--- src/rtl/contact_debouncer.sv ---
// Debounces a raw contact into a clean level C_DB with one-cycle rise/fall strobes and a saturating glitch count.
// Optional two-flop input synchronizer is compiled in when CONTACT_SYNC_EN is defined.
module contact_debouncer #(
  parameter int DB_CYCLES = 4,
  parameter int CNT_W     = $clog2(DB_CYCLES)
) (
  input  logic       clk,
  input  logic       rst,
  input  logic       C_RAW,
  output logic       C_DB,
  output logic       C_RISE,
  output logic       C_FALL,
  output logic [7:0] GLITCH_CNT
);

  typedef enum logic [1:0] {
    STABLE_LO  = 2'd0,
    CONFIRM_HI = 2'd1,
    STABLE_HI  = 2'd2,
    CONFIRM_LO = 2'd3
  } state_t;

  localparam logic [CNT_W-1:0] CNT_LAST = CNT_W'(DB_CYCLES - 1);
  localparam logic [CNT_W-1:0] CNT_ONE  = CNT_W'(1);

  logic s;

`ifdef CONTACT_SYNC_EN
  logic sync_a;
  logic sync_b;

  // Flops are held at 0 during reset so C_RAW cannot leak into the first post-reset samples.
  always_ff @(posedge clk) begin
    if (rst) begin
      sync_a <= 1'b0;
      sync_b <= 1'b0;
    end else begin
      sync_a <= C_RAW;
      sync_b <= sync_a;
    end
  end

  assign s = sync_b;
`else
  assign s = C_RAW;
`endif

  state_t           state;
  state_t           state_nxt;
  logic [CNT_W-1:0] cnt;
  logic [CNT_W-1:0] cnt_nxt;
  logic             db_nxt;
  logic             rise_nxt;
  logic             fall_nxt;
  logic             glitch;

  always_ff @(posedge clk) begin
    if (rst) begin
      state      <= STABLE_LO;
      cnt        <= '0;
      C_DB       <= 1'b0;
      C_RISE     <= 1'b0;
      C_FALL     <= 1'b0;
      GLITCH_CNT <= 8'd0;
    end else begin
      state  <= state_nxt;
      cnt    <= cnt_nxt;
      C_DB   <= db_nxt;
      C_RISE <= rise_nxt;
      C_FALL <= fall_nxt;
      if (glitch && (GLITCH_CNT != 8'hFF)) begin
        GLITCH_CNT <= GLITCH_CNT + 8'd1;
      end
    end
  end

  always_comb begin
    state_nxt = state;
    cnt_nxt   = cnt;
    db_nxt    = C_DB;
    rise_nxt  = 1'b0;
    fall_nxt  = 1'b0;
    glitch    = 1'b0;
    case (state)
      STABLE_LO: begin
        if (s) begin
          state_nxt = CONFIRM_HI;
          cnt_nxt   = CNT_ONE;
        end
      end
      CONFIRM_HI: begin
        if (!s) begin
          state_nxt = STABLE_LO;
          glitch    = 1'b1;
        end else if (cnt == CNT_LAST) begin
          state_nxt = STABLE_HI;
          db_nxt    = 1'b1;
          rise_nxt  = 1'b1;
        end else begin
          cnt_nxt = cnt + CNT_ONE;
        end
      end
      STABLE_HI: begin
        if (!s) begin
          state_nxt = CONFIRM_LO;
          cnt_nxt   = CNT_ONE;
        end
      end
      CONFIRM_LO: begin
        if (s) begin
          state_nxt = STABLE_HI;
          glitch    = 1'b1;
        end else if (cnt == CNT_LAST) begin
          state_nxt = STABLE_LO;
          db_nxt    = 1'b0;
          fall_nxt  = 1'b1;
        end else begin
          cnt_nxt = cnt + CNT_ONE;
        end
      end
      default: begin
        state_nxt = STABLE_LO;
      end
    endcase
  end

endmodule

--- config.mk ---
export PLATFORM = sky130hd
export DESIGN_NAME = contact_debouncer
export DESIGN_NICKNAME = d
export VERILOG_FILES = /design/src/rtl/contact_debouncer.sv
export SDC_FILE = /design/constraint.sdc
export NUM_CORES = 1
export LEC_CHECK = 0
export ABC_CLOCK_PERIOD_IN_PS = 4500
export CAP_MARGIN = 20
export CORE_MARGIN = 1
export CORE_UTILIZATION = 50
export DETAILED_ROUTE_END_ITERATION = 8
export PLACE_DENSITY_LB_ADDON = 0.15
export SLEW_MARGIN = 0
export SYNTH_ARGS = -nofsm -noshare
export SYNTH_HDL_FRONTEND = slang
export SYNTH_SLANG_ARGS = --single-unit
--- constraint.sdc ---
create_clock -name clk -period 4.5 [get_ports clk]
set_input_delay 0.9 -clock clk [delete_from_list [all_inputs] [get_ports clk]]
set_output_delay 0.9 -clock clk [all_outputs]
set_load 0.01 [all_outputs]
# After elaboration in Yosys (flattened, before gate mapping)
# Cells that the tools add are included.
# totals
register_bits,15
out_inout_bits,11
elab_cells,53
# classes
addsub,2
n_eq_ne,13
muxes,21
bitwise,3
n_reduce_logical,8
# ops
cell,count
$mux W2,10
$pmux W2 S4,2
$ne A2 B2 Y1 const B,6
$add A8 B1 Y8 const B,1
$ne A8 B8 Y1 const B,1
$reduce_and A4 Y1,2
$mux W1,7
$eq A2 B2 Y1 const B,3
$ne A3 B3 Y1 const B,2
$reduce_or A3 Y1,2
$reduce_and A5 Y1,1
$pmux W1 S2,2
$not A1 Y1,3
$add A2 B1 Y2 const B,1
$eq A2 B1 Y1 const B,1
$logic_not A2 Y1,1
$reduce_bool A2 Y1,1
$logic_and A1 B1 Y1,1

# Longest topological paths before layout
# Gate-level depths: netlist of the first run.
# depth
depth_word,4
depth_mapped,5
ltp_nobuf,5

# Worst setup path before layout of the first run
# Ideal clock, no wire load.
# synth_timing
path_kind,input to register
startpoint,input port C_RAW
endpoint,register GLITCH_CNT[5]
t_arrival_ps,1864
required_time_ps,4429
slack_ps,2566
stages,4
path_buffers,0
cell_sequence,xor2_1 or3_1 or3_1 a21oi_1
# synth_between
elab_chain_cells,3
# synth_rtl
element,line_no,text
"start, declared",9,"input logic C_RAW,"
$mux W1 (on tied branches),"110, 92",
$pmux W1 S2 *,84,case (state)
$logic_and A1 B1 Y1 *,71,if (glitch && (GLITCH_CNT != 8'hFF)) begin
"end signal, assigned",72,GLITCH_CNT <= GLITCH_CNT + 8'd1;
"end, declared",13,output logic [7:0] GLITCH_CNT
# Every way passes the cells marked *; elsewhere a longest branch is shown, timed or not.
# A chain may end at the register's enable or synchronous reset.

# Final worst setup path of the first run
# layout_timing
startpoint,input port C_RAW
endpoint,register GLITCH_CNT[6]
# Same word-level chain as after synthesis.

==> impl.org, run 1 <==
** Outcome
- The flow ran to the end, and the final reports show no timing, DRC or antenna violations.

** Logic synthesis
- Ranked by total cell area, the synthesized netlist is headed by sky130_fd_sc_hd__dfxtp_1, sky130_fd_sc_hd__a21oi_1, sky130_fd_sc_hd__a211oi_1.
- The number of different library cells used by synthesis comes to 29.
- Of the total synthesized cell area, the portion taken by full adders, half adders and majority gates is 0.0377.
- The share of synthesized area in the top cell type comes to 0.452.
- Avg Cell Area, Syn :: 8.98 sq um
- Cells after Synth :: 74
- sky130_fd_sc_hd__dfxtp_1 takes more of the synthesized area than any other cell.
- The synthesized design contains 0 enable-type register cells.
- The synthesized netlist occupies a cell area of ~660 sq um.
- Main combinational cell family by area after synthesis :: simple AND/OR/NAND/NOR gates
- For this run, the register share of the synthesized area comes to 0.452.
- Measured against the total synthesized area, the mux share comes to 0.0151.
- Post-synth top flop :: sky130_fd_sc_hd__dfxtp_1
- Post-synthesis compound-gate area fraction :: 0.205
- Simple-gate area share of the yosys netlist :: 0.234
- Yosys warns :: 0
- Post-synthesis sequential element count :: 15
- XOR/XNOR Fraction of Synth Area :: 0.0395
- Mapped Nets :: 79
- Async set-reset flop share out of synthesis :: 0

** Timing
- Once routing completed, OpenROAD measured the worst setup slack at around 2100 ps.
- Hold violation count in the final report :: 0
- Unrepaired setup endpoints after global routing :: no
- Dividing the final minimum period by the clock period gives 0.528.
- Setup-failing EPs final :: 0
- Max-slew headroom :: 0.630
- At the pin with the least slew margin, the transition time is 553 ps.
- Final Max Tran Viols :: 0
- After layout, the minimum clock period comes to 2380 ps.
- Maximum clock frequency :: approximately 420 MHz
- Final clock skew :: about 7.1 ps
- In the final timing run, aggregate negative setup slack is 0 ps.

** GRT
- The first global-routing pass estimated ~2300 um of wire.
- Overall routing resource usage :: 0.236
- The via count of the first global-routing pass is 538.
- Grt ovf :: 0
- Largest net degree at the start of global routing :: 16
- Antenna violations before repair :: 0

** Detailed routing
- Initial DRT Pass Iterations :: 4
- Count of routing violations after the opening detailed-route iteration :: 7
- DRT antenna net count :: 0
- Wires add up to 1370 um.
- In the routed layout, each cell is associated on average with a via count of approximately 5.8.
- For this run, design rule violations remaining after detail routing come to 0.
- Total via count in the routed design :: slightly above 600
- Routed WL per cell :: around 13 um

** CTS
- Clock sinks :: 15
- Number of hold buffers added after CTS :: 0
- CTS HTree Levels :: 1
- After clock tree synthesis, the clock-pin slew on the worst setup and hold paths is around 80 ps.
- TritonCTS built the clock tree.
- Cell at the root of the clock tree :: sky130_fd_sc_hd__clkbuf_4
- The clock passes through at most 2 buffers.
- Clock latency on the worst-skew pair, taken at its later pin, is 280 ps.
- Buffers inserted during clock tree synthesis total 3.
- In this run, post-CTS repair resized a total of 0 instances.
- Post-CTS timing repair inserted 0 buffers for setup.

** Placement
- Summed over all nets, the half-perimeter wirelength after detailed placement is around 950 um.
- Routability congestion estimate from global placement :: approximately 0.77
- Before CTS, the worst setup slack after placement is 1850 ps.
- Input and output buffers added on the ports amount to 13.

** Critical path
- Slowest cell delay on critical path :: 510 ps
- The critical path in this run is classified as in -> reg.
- Startpoint Class :: input pin
- Walking the worst path, the cells encountered are clkdlybuf4s50_1 > xnor2_1 > nand3_2 > or4_1 > a21oi_1.
- In this run the worst path has a maximum fanout of 6.
- For the worst setup path, the data required time is approximately 4700 ps.
- Among all stages on the critical path, the largest delay is contributed by sky130_fd_sc_hd__clkdlybuf4s50_1.
- STA classifies the critical path endpoint as a flip-flop.
- STA puts the critical path data arrival time at between 2000 and 3000 ps.

** Final layout
- Most common cell after layout, fill and taps aside :: sky130_fd_sc_hd__dfxtp_1
- For this run, the post-layout net count is 96.
- Highest-count cells in the layout ignoring fill and taps :: sky130_fd_sc_hd__dfxtp_1, sky130_fd_sc_hd__clkdlybuf4s50_1, sky130_fd_sc_hd__nor2_1, sky130_fd_sc_hd__a21oi_1, sky130_fd_sc_hd__nand2_1
- Area overhead of the layout relative to synthesis :: 25.6%
- Number of inserted diodes :: 0
- Share of final-layout standard cells stronger than drive strength 1 :: 0.0667

** Floorplan
- Number of top-level design ports :: 14
- Standard cell core area :: 1170 sq um
- Die Footprint :: approximately 1500 sq um
- Die height :: just under 40 um
- Effective utilization at floorplan :: 0.567
- Die extent in x :: between 30 and 40 um
- Site Rows :: 12

** Pwr
- Fraction of power consumed by combinational cells :: 0.074
- Power spread over the standard cell area amounts to 274 nW/um^2.
- VDD IR max :: around 0.00021 V
- The share of total power dissipated in sequential elements is 0.606.
- Pint :: around 0.18 mW
- Of the total power, the share spent switching nets is 0.220.
- Static Leakage :: between 0.2 and 0.3 nW
- The share of total power dissipated in the clock network is 0.320.
- Net switching power :: between 0.05 and 0.06 mW

** Min path
- Type of the tightest min-delay check :: reg -> reg

** Flow run
- Maxcap violations :: 0
## per-layer routing
| layer | track usage | vias to the layer above | wire [um] |
|---|---|---|---|
| li1 | - | 312 | - |
| met4 | 0.103 | 0 | 10 |
| met2 | 0.360 | 19 | 606 |
| met1 | 0.277 | 273 | 654 |
| met3 | 0.116 | 2 | 95 |
| met5 | 0 | - | 0 |
## stage by stage
stage	instances	instance area [sq um]	util	hold WS [ps]	power [mW]
2_1_floorplan	74	664	-	445	0.150
3_3_place_gp	100	808	0.690	474	0.158
3_5_place_dp	100	808	0.690	464	0.159
4_1_cts	104	835	0.713	475	0.232
5_1_grt	104	835	0.713	497	0.238
6_report	104	835	0.713	478	0.229
## cells in the mapped netlist (2+ instances only)
library cell,count
sky130_fd_sc_hd__nor4b_1,2
sky130_fd_sc_hd__dfxtp_1,15
sky130_fd_sc_hd__nor2_1,7
sky130_fd_sc_hd__nand3_1,5
sky130_fd_sc_hd__xor2_1,2
sky130_fd_sc_hd__inv_1,2
sky130_fd_sc_hd__o21ai_0,3
sky130_fd_sc_hd__nand2_1,6
sky130_fd_sc_hd__a211oi_1,4
sky130_fd_sc_hd__a21oi_1,7
sky130_fd_sc_hd__ha_1,2
sky130_fd_sc_hd__or3_1,2
## power groups by stage
stage / combinational, mW / clock [mW] / sequential, mW
after floorplan: 0.00843 / 0 / 0.142
after global placement: 0.0165 / 0 / 0.142
after detailed placement: 0.0169 / 0 / 0.142
after CTS: 0.0171 / 0.0758 / 0.139
after global routing: 0.0186 / 0.0809 / 0.139
final: 0.0169 / 0.0732 / 0.139
## logic make-up (layout without fill, tap and decap cells)
kind of cell | Yosys count | after routing
simple gates | 29 | 29
mux | 1 | 1
xor+xnor | 3 | 3
buf+inv | 3 | 19
compound gates | 21 | 21
fa+ha+maj | 2 | 2
flops | 15 | 15
## final timing paths
path                                start       endpoint  slack (ps)  cells after the start
worst min-delay path               cnt[0]         cnt[0]         480                      1
worst min register to register     cnt[0]         cnt[0]         480                      1
worst max-delay path                C_RAW  GLITCH_CNT[6]        2120                      5
worst max register to register  flip-flop  GLITCH_CNT[6]        2890                      4
## flip-flops by register name, summed over array words and instances (netlist names), named ones only
name and count:
C_DB 1, C_FALL 1, C_RISE 1, GLITCH_CNT 8
cnt 2, state 1
## critical path: cells and delay by family
family / cells / cell delay, ps
buffers and inverters: 1 / 510
xor gates and xnor gates: 1 / 340
and+or+nand+nor: 2 / 680
AOI/OAI and AO/OA: 1 / 150
## layout make-up
type,count,area [sq um]
sequential,15,300
timing repair buffer,13,130
clock buffer,4,26.3
tap,14,17.5
multi-input combinational,56,353
fill,96,337
inverter,2,7.51
Power figures use the tool's default switching activity.
==> inputs of run 2 (changes only) <==
Settings changed: ABC_CLOCK_PERIOD_IN_PS 4500 to 2310, CORE_UTILIZATION 50 to 47.
Clock period 4.5 ns to 2.31 ns, I/O delays scaled along.
==> impl.org, run 2 (same netlist as run 1, synthesis figures left out) <==
** Detailed routing
- Initial DRT Pass Iterations :: 4 (unchanged)
- The initial detailed-routing violation count came to 11 (+4).
- Total via count in the routed design :: 602 (-0.66%)
- The number of vias per cell came to 5.68 (-2.5%).
- The final routed wire length divided by cell count was 12.0 um (-8.4%).
- The detailed-route DRC error count was 0 (unchanged).
- The remaining antenna violation count after routing came to 0 (unchanged).
- Drt total wl :: 1280 um (-6.7%)

** Final layout
- Highest-count cells in the layout ignoring fill and taps :: sky130_fd_sc_hd__dfxtp_1, sky130_fd_sc_hd__clkdlybuf4s50_1, sky130_fd_sc_hd__nor2_1, sky130_fd_sc_hd__a21oi_1, sky130_fd_sc_hd__nand2_1
- Most common cell after layout, fill and taps aside :: sky130_fd_sc_hd__dfxtp_1
- The number of inserted filler cells in the final layout came to 130 (+35%).
- From synthesis to final layout, the design area changed by 26.9%.
- The final non-filler cell total came to 106 (+1.9%).
- The fraction of final layout cells sized beyond drive strength 1 came to 0.0769 (+0.0103).
- Ranked by flip-flop count, first place goes to GLITCH_CNT.
- The largest registers in the layout are GLITCH_CNT (8), cnt (2).
- Multi-input gate area :: 353 sq um (unchanged)
- The flip-flop count of the largest register after layout came to 8 (unchanged).
- Net total in the final layout :: 97 (+1.0%)
- The sequential cell area in the final layout is 300 sq um (unchanged).
- The number of antenna repair diodes was 0 (unchanged).

** Floorplan
- Die height :: 39.6 um (+3.0%)
- Number of top-level design ports :: 14 (unchanged)
- The row count was 13 (+1).
- The area of the core region was 1300 sq um (+11%).
- The overall die area came to 1570 sq um (+6.0%).
- The starting density of the core was 0.511 (-0.0567).
- The horizontal die dimension was 39.6 um (+3.0%).

** Timing
- Final Max Tran Viols :: 0 (unchanged)
- Setup-failing EPs final :: 0 (unchanged)
- Final clock skew :: 5.81 ps (-1.34 ps)
- Hold violation count in the final report :: 0 (unchanged)
- For the finished layout, the period the worst path requires is ~1900 ps.
- The pin slew with the least headroom to its limit is 521 ps (-31.7 ps).
- Unrepaired setup endpoints after global routing :: no
- The tightest slew margin relative to the limit is 0.652 (+0.0212).
- Final worst-path cycle share :: 0.824
- Maximum clock frequency :: 525 MHz
- Final worst-path setup slack :: 406 ps (-1720 ps)
- Final Hold Slack :: 483 ps (+5.14 ps)
- TNS Setup :: 0 ps (unchanged)

** CTS
- Cell at the root of the clock tree :: sky130_fd_sc_hd__clkbuf_4
- Number of hold buffers added after CTS :: 0 (unchanged)
- The H-tree depth was 1 (unchanged).
- Clock Tree Buf Depth :: 2 (unchanged)
- Clk Latency, worst-skew pair :: 270 ps (about the same)
- CTS clock-pin slew for the worst setup and hold paths :: 90 ps (about the same)
- The clock sink count came to 15 (unchanged).
- Post_cts resized :: 0 (unchanged)
- The number of CTS-inserted buffers is 3 (unchanged).
- Post-CTS Setup Inserts :: 0 (unchanged)
- CTS tree :: yes

** Placement
- The placer congestion estimate was 0.774 (+0.68%).
- The count of placed standard cells including taps is 102 (+2.0%).
- The count of buffers from port buffering is 13 (unchanged).
- Detailed placer's ending HPWL :: 893 um (-6.0%)
- The worst setup timing slack at the placement stage was 92.9 ps (-1760 ps).

** Pwr
- Power per unit of standard cell area :: 531 nW/um^2 (+94%)
- The maximum VDD drop is 0.000300 V (+43%).
- Static Leakage :: 0.276 nW (+1.8%)
- The total power came to 0.448 mW (+96%).

** GRT
- The global-route wire length before repair was 2060 um (-12%).
- The pin count of the biggest net entering global routing is 16 (unchanged).
- The total track usage came to 0.199 (-0.0370).
- The via count of the first global-routing pass was 452 (-16%).
- The initial antenna violation count was 0 (unchanged).
- Grt ovf :: 0 (unchanged)

** Critical path
- The peak per-stage delay on the critical path came to 520 ps (about the same).
- The critical path data arrival time was 2110 ps (-470 ps).
- Highest fanout seen on the critical path :: 6 (unchanged)
- CP required :: 2520 ps (-2190 ps)
- Top delay family on crit path :: simple AND/OR/NAND/NOR gates
- Critical R2R Capture :: GLITCH_CNT[6]
- The combined buffer and inverter count along the critical path was 1 (unchanged).
- Slack of the worst reg-to-reg path :: 750 ps (-2140 ps)
- The worst setup path is captured at a flip-flop.
- Startpoint Class :: input pin
- Reg2Reg Depth :: 4 (unchanged)
- Sequence of cells on the critical path :: clkdlybuf4s50_1 > xnor2_1 > nand3_2 > or4_1 > a21oi_1
- Critical-path cell with the highest stage delay :: sky130_fd_sc_hd__clkdlybuf4s50_1
- The critical path is of the in -> reg type.

** Flow run
- The max-cap violation count is 0 (unchanged).

** Min path
- Number of stages on the worst hold path :: 1 (unchanged)
- Startpoint of the tightest hold check path :: cnt[0]
- The tightest min-delay check is of the reg -> reg type.
- For hold timing, the worst endpoint is cnt[0].

** Outcome
- The run finished with clean final reports.
run 2: cell count changes in the layout (fill, tap and decap cells not counted):
cell                    previous run  this run
sky130_fd_sc_hd__buf_4             0         1
run 2: metrics by stage:
step	util	instance area [sq um]
floorplan	-	664
global placement	0.628	817
detailed placement	0.628	817
CTS	0.648	843
global route	0.648	843
finish	0.648	843
run 2: power breakdown:
group	internal [mW]	leakage, nW	switching [mW]
registers	0.264	0.122	0.00548
logic	0.0174	0.140	0.0161
clock network	0.0669	0.0150	0.0773
total	0.349	0.276	0.0989
run 2: how the worst max path moves through the flow:
stage / start / end / slack (ps) / cells past startpoint
after detailed placement: C_RAW / GLITCH_CNT[6] / 90 / 5
after CTS: C_RAW / GLITCH_CNT[6] / 410 / 5
after floorplan: C_RAW / GLITCH_CNT[5] / 810 / 4
after global routing: C_RAW / GLITCH_CNT[4] / 280 / 5
after global placement: C_RAW / GLITCH_CNT[6] / 170 / 5
final: C_RAW / GLITCH_CNT[6] / 410 / 5
run 2: layout make-up:
class                      instances  area share
multi-input combinational         56       0.418
clock buffer                       4      0.0312
timing repair buffer              14       0.163
tap                               15      0.0223
inverter                           2     0.00890
sequential                        15       0.356
run 2: worst reg2reg max path, cell delays in order, from the launching register on:
cell and delay (ps):
sky130_fd_sc_hd__dfxtp_1 380, sky130_fd_sc_hd__xnor2_1 330, sky130_fd_sc_hd__nand3_2 170, sky130_fd_sc_hd__or4_1 480, sky130_fd_sc_hd__a21oi_1 140
run 2: routing by layer:
metal	GRT usage	share of wire
met1	0.297	0.53
met2	0.250	0.42
met3	0.0511	0.040
met4	0.103	0.016
met5	0	0
==> patch 1: new RTL, flow settings as in run 1 <==
The option `CONTACT_SYNC_EN` is turned on by a define.
--- a/src/rtl/contact_debouncer.sv
+++ b/src/rtl/contact_debouncer.sv
@@ -1,5 +1,7 @@
 // Debounces a raw contact into a clean level C_DB with one-cycle rise/fall strobes and a saturating glitch count.
 // Optional two-flop input synchronizer is compiled in when CONTACT_SYNC_EN is defined.
+`define CONTACT_SYNC_EN
+
 module contact_debouncer #(
   parameter int DB_CYCLES = 4,
   parameter int CNT_W     = $clog2(DB_CYCLES)
Behaviour: not the same (a bounded check fails within 4 cycles, from zero or initial values and one cycle with rst high).
==> patch 1 against run 1 <==
Setup slack better by 0.16 ns. Routed wire length down 4.1%. Cell area up 7.3%. Highest routed layer unchanged. Critical path type is now register to output pin. Synthesized area up 10%. Die area up 9.6%. Synthesized cell count up 1.4%. Non-clock buffer count unchanged. Register-to-register slack better by 0.02 ns. Clock power up 11%. Power up 9.8%. Critical path depth down 4. Worst hold slack worse by 0.021 ns. Sequential cell count up 2.
==> patch 1: results (changes against run 1) <==
Global routing:
- The number of global-route vias before repair came to 489 (-9.1%).
- The overall track demand over capacity in global routing is 21.16% (-2.4 points).

Min path:
- The hold path startpoint is sync_a.

Synthesis:
- The post-synthesis compound-gate area fraction is 19.83% (-0.70 points).
- Counting instances in the post-synthesis netlist gives the leading cell types as 17 x dfxtp_1, 6 x a21oi_1.
- The proportion of synthesized area in mux cells is 1.368% (-0.14 points).
- The post-synth net total was 80 (+1.3%).
- The adder and majority cell fraction of the synthesized area is 3.419% (-0.35 points).
- The sequential cell area fraction in the yosys report is 46.50% (+1.3 points).

Cells and area:
- The number of inserted filler cells in the final layout is 117 (+22%).
- The layout overhead on the synthesized area is 22.39%.
- The proportion of cell area spent on the clock network is 3.073% (-0.076 points).
- The share of cells above drive strength 1 is 7.865% (+1.2 points).
- The portion of the layout cell area used by non-clock buffers is 14.53% (-1.1 points).
- The area of combinational cells with multiple inputs was 364.1 µm² (+3.2%).
- The number of signal-net inverters in the final layout came to 4 (+2).
- The multi-input combinational cell count is 51 (-8.9%).

Worst setup path:
- In this run the critical register-to-register path is captured at GLITCH_CNT[5].
- The family with the most delay on the worst path is buffers and inverters.

Place:
- The final RePlAce weighted congestion is 0.7244 (-5.7%).
- The sum of net half-perimeters after detailed placement is 938.1 µm (-1.3%).
- The post-detailed-placement cell area is 868.3 µm² (+7.4%).
- The minimum setup slack after placement was 2.395 ns (+0.5417 ns).

Clock tree:
- The insertion delay to the later sink of the worst-skew pair is 0.30 ns (+0.02 ns).

STA:
- The post-route clock skew is 0.009835 ns (+0.002694 ns).

Route:
- The average wire per standard cell is 12.61 µm (-4.1%).
- The sum of met3 wire segment lengths after detailed routing is 68 µm (-28%).

Status:
- The flow ran to the end, and the final reports show no timing, DRC or antenna violations.

Power:
- The peak supply drop is 0.0002107 V (+0.57%).
- The standby leakage power is 0.3040 nW (+12%).
- The switching power summed over all nets is 0.00005754 W (+14%).
-- patch 1: per-layer routing --
| metal | track usage, % | up-vias |
|---|---|---|
| met5 | 0 | - |
| met4 | 10.00 | 0 |
| met1 | 26.62 | 265 |
| met3 | 10.00 | 4 |
| met2 | 30.24 | 14 |
| li1 | - | 304 |
-- patch 1: worst max-delay path by stage --
stage / endpoint / slack, ns
after global routing: GLITCH_CNT[3] / 2.22
after CTS: GLITCH_CNT[2] / 2.27
after floorplan: GLITCH_CNT[0] / 2.90
final: GLITCH_CNT[2] / 2.29
after detailed placement: C_FALL / 2.39
after global placement: C_RISE / 2.42
-- patch 1: power groups by stage --
stage | logic [W] | clock network (W) | registers, W
after floorplan | 0.00000922 | 0 | 0.000159
after global placement | 0.0000139 | 0 | 0.000159
after detailed placement | 0.0000145 | 0 | 0.000159
after CTS | 0.0000145 | 0.0000840 | 0.000156
after global routing | 0.0000158 | 0.0000926 | 0.000156
final | 0.0000142 | 0.0000810 | 0.000156
==> patch 2: new RTL, flow settings as in run 1 <==
Without the edit above. The 4 states of `state_t` get a one-hot encoding in 4 bits.
--- a/src/rtl/contact_debouncer.sv
+++ b/src/rtl/contact_debouncer.sv
@@ -13,11 +13,11 @@
   output logic [7:0] GLITCH_CNT
 );
 
-  typedef enum logic [1:0] {
-    STABLE_LO  = 2'd0,
-    CONFIRM_HI = 2'd1,
-    STABLE_HI  = 2'd2,
-    CONFIRM_LO = 2'd3
+  typedef enum logic [3:0] {
+    STABLE_LO  = 4'b0001,
+    CONFIRM_HI = 4'b0010,
+    STABLE_HI  = 4'b0100,
+    CONFIRM_LO = 4'b1000
   } state_t;
 
   localparam logic [CNT_W-1:0] CNT_LAST = CNT_W'(DB_CYCLES - 1);
Formal check against the unedited RTL: no difference found for any inputs over 10 cycles, from zero or initial values and one cycle with rst high; not proved beyond that.
==> patch 2 against run 1 <==
Cell area rose by 30%. Synthesized cell count rose by 46%. Die area increased by 37%. Non-clock buffer count unchanged. Via count up 45%. Sequential cell count increased by 2. Setup slack worse by 0.084 ns. Synthesized area up 39%. Power grew 13%. Routed wire length rose by 38%. Register-to-register slack got worse by 0.23 ns.
==> patch 2: results (changes against run 1) <==
Status:
- The flow ran to the end, and the final reports show no timing, DRC or antenna violations.

Global routing:
- The met2 usage in global routing is 34.49% (-1.5 points).
- The routing usage on met1 was 26.35% (-1.3 points).
- The number of global-route vias before repair is 708 (+32%).
- The overall track demand over capacity in global routing is 21.48% (-2.1 points).

Place:
- The minimum setup slack after placement came to 1.744 ns (-0.1096 ns).
- The sum of net half-perimeters after detailed placement was 1325 µm (+39%).
- The post-detailed-placement cell area is 1054 µm² (+30%).

Cells and area:
- The largest registers in the layout are GLITCH_CNT (8), state (4), cnt (2).
- The share of cells above drive strength 1 was 5.882% (-0.78 points).
- The multi-input combinational cell count is 81 (+45%).
- The number of standard cells in the final layout excluding fillers is 144 (+38%).
- The fraction of area in multi-input gates is 49.65% (+7.4 points).
- The area taken by flip-flops and latches is 340.3 µm² (+13%).
- The number of inserted filler cells in the final layout is 163 (+70%).
- The proportion of cell area occupied by registers is 31.48% (-4.5 points).
- The proportion of cell area spent on the clock network came to 2.546% (-0.60 points).
- The number of signal-net inverters in the final layout is 4 (+2).
- The portion of the layout cell area used by non-clock buffers is 12.04% (-3.6 points).

Route:
- The detailed-route vias per instance is 6.118 (+5.0%).
- The sum of met3 wire segment lengths after detailed routing came to 67 µm (-29%).
- The total routed wire length on the met1 layer is 863 µm (+32%).

Synthesis:
- The mean cell area of the mapped netlist is 8.561 µm² (-4.6%).
- The post-synthesis cell type count is 39 (+34%).
- In the post-synthesis netlist, the biggest area contributors are dfxtp_1 37%, a21oi_1 5.4%, o31ai_1 3.2%.
- The sequential cell area fraction in the yosys report is 36.81% (-8.4 points).
- The post-synth net total is 113 (+43%).
- In the synthesized netlist, the cells that appear most often are 17 x dfxtp_1, 10 x a21oi_1, 7 x nor2_1.

STA:
- The minimum hold slack was 0.4883 ns (+0.01036 ns).
- The relative slew slack is 65.61% (+2.6 points).
- The post-route clock skew was 0.002515 ns (-0.004626 ns).
- The period utilization is 54.70% (+1.9 points).

Power:
- The standby leakage power is 0.3444 nW (+27%).

Worst setup path:
- The worst path arrival time is 2.68 ns (+0.10 ns).
- The worst reg-to-reg setup slack is 2.66 ns (-0.23 ns).
[patch 2: changes by cell type in the layout (fill, tap and decap cells not counted), moves of 2 or more]
cell,run 1,this run
a211oi_1,4,1
a21oi_1,7,10
and3_1,0,2
dfxtp_1,15,17
inv_1,2,4
nor2b_1,1,3
nor3_1,0,3
nor3b_1,1,3
nor4b_1,2,0
o311ai_1,0,2
o31ai_1,1,4
or3b_1,0,2
or4_1,1,4
[patch 2: worst paths after layout]
path                            depth (start not counted)  startpoint            end
worst max-delay path                                    5       C_RAW  GLITCH_CNT[5]
worst min-delay path                                    2      cnt[1]         cnt[1]
worst max register to register                          4    state[1]  GLITCH_CNT[5]
worst min register to register                          2      cnt[1]         cnt[1]
[patch 2: cell families after synthesis]
family                     Yosys count  share of synthesized area, %
AOI/OAI and AO/OA                   30                         22.60
adders and majority gates            2                         2.706
and+or+nand+nor                     46                         29.64
xor gates and xnor gates             1                        0.9474
muxes                                2                         2.165
DFF                                 17                         36.81
buffers and inverters               10                         5.141
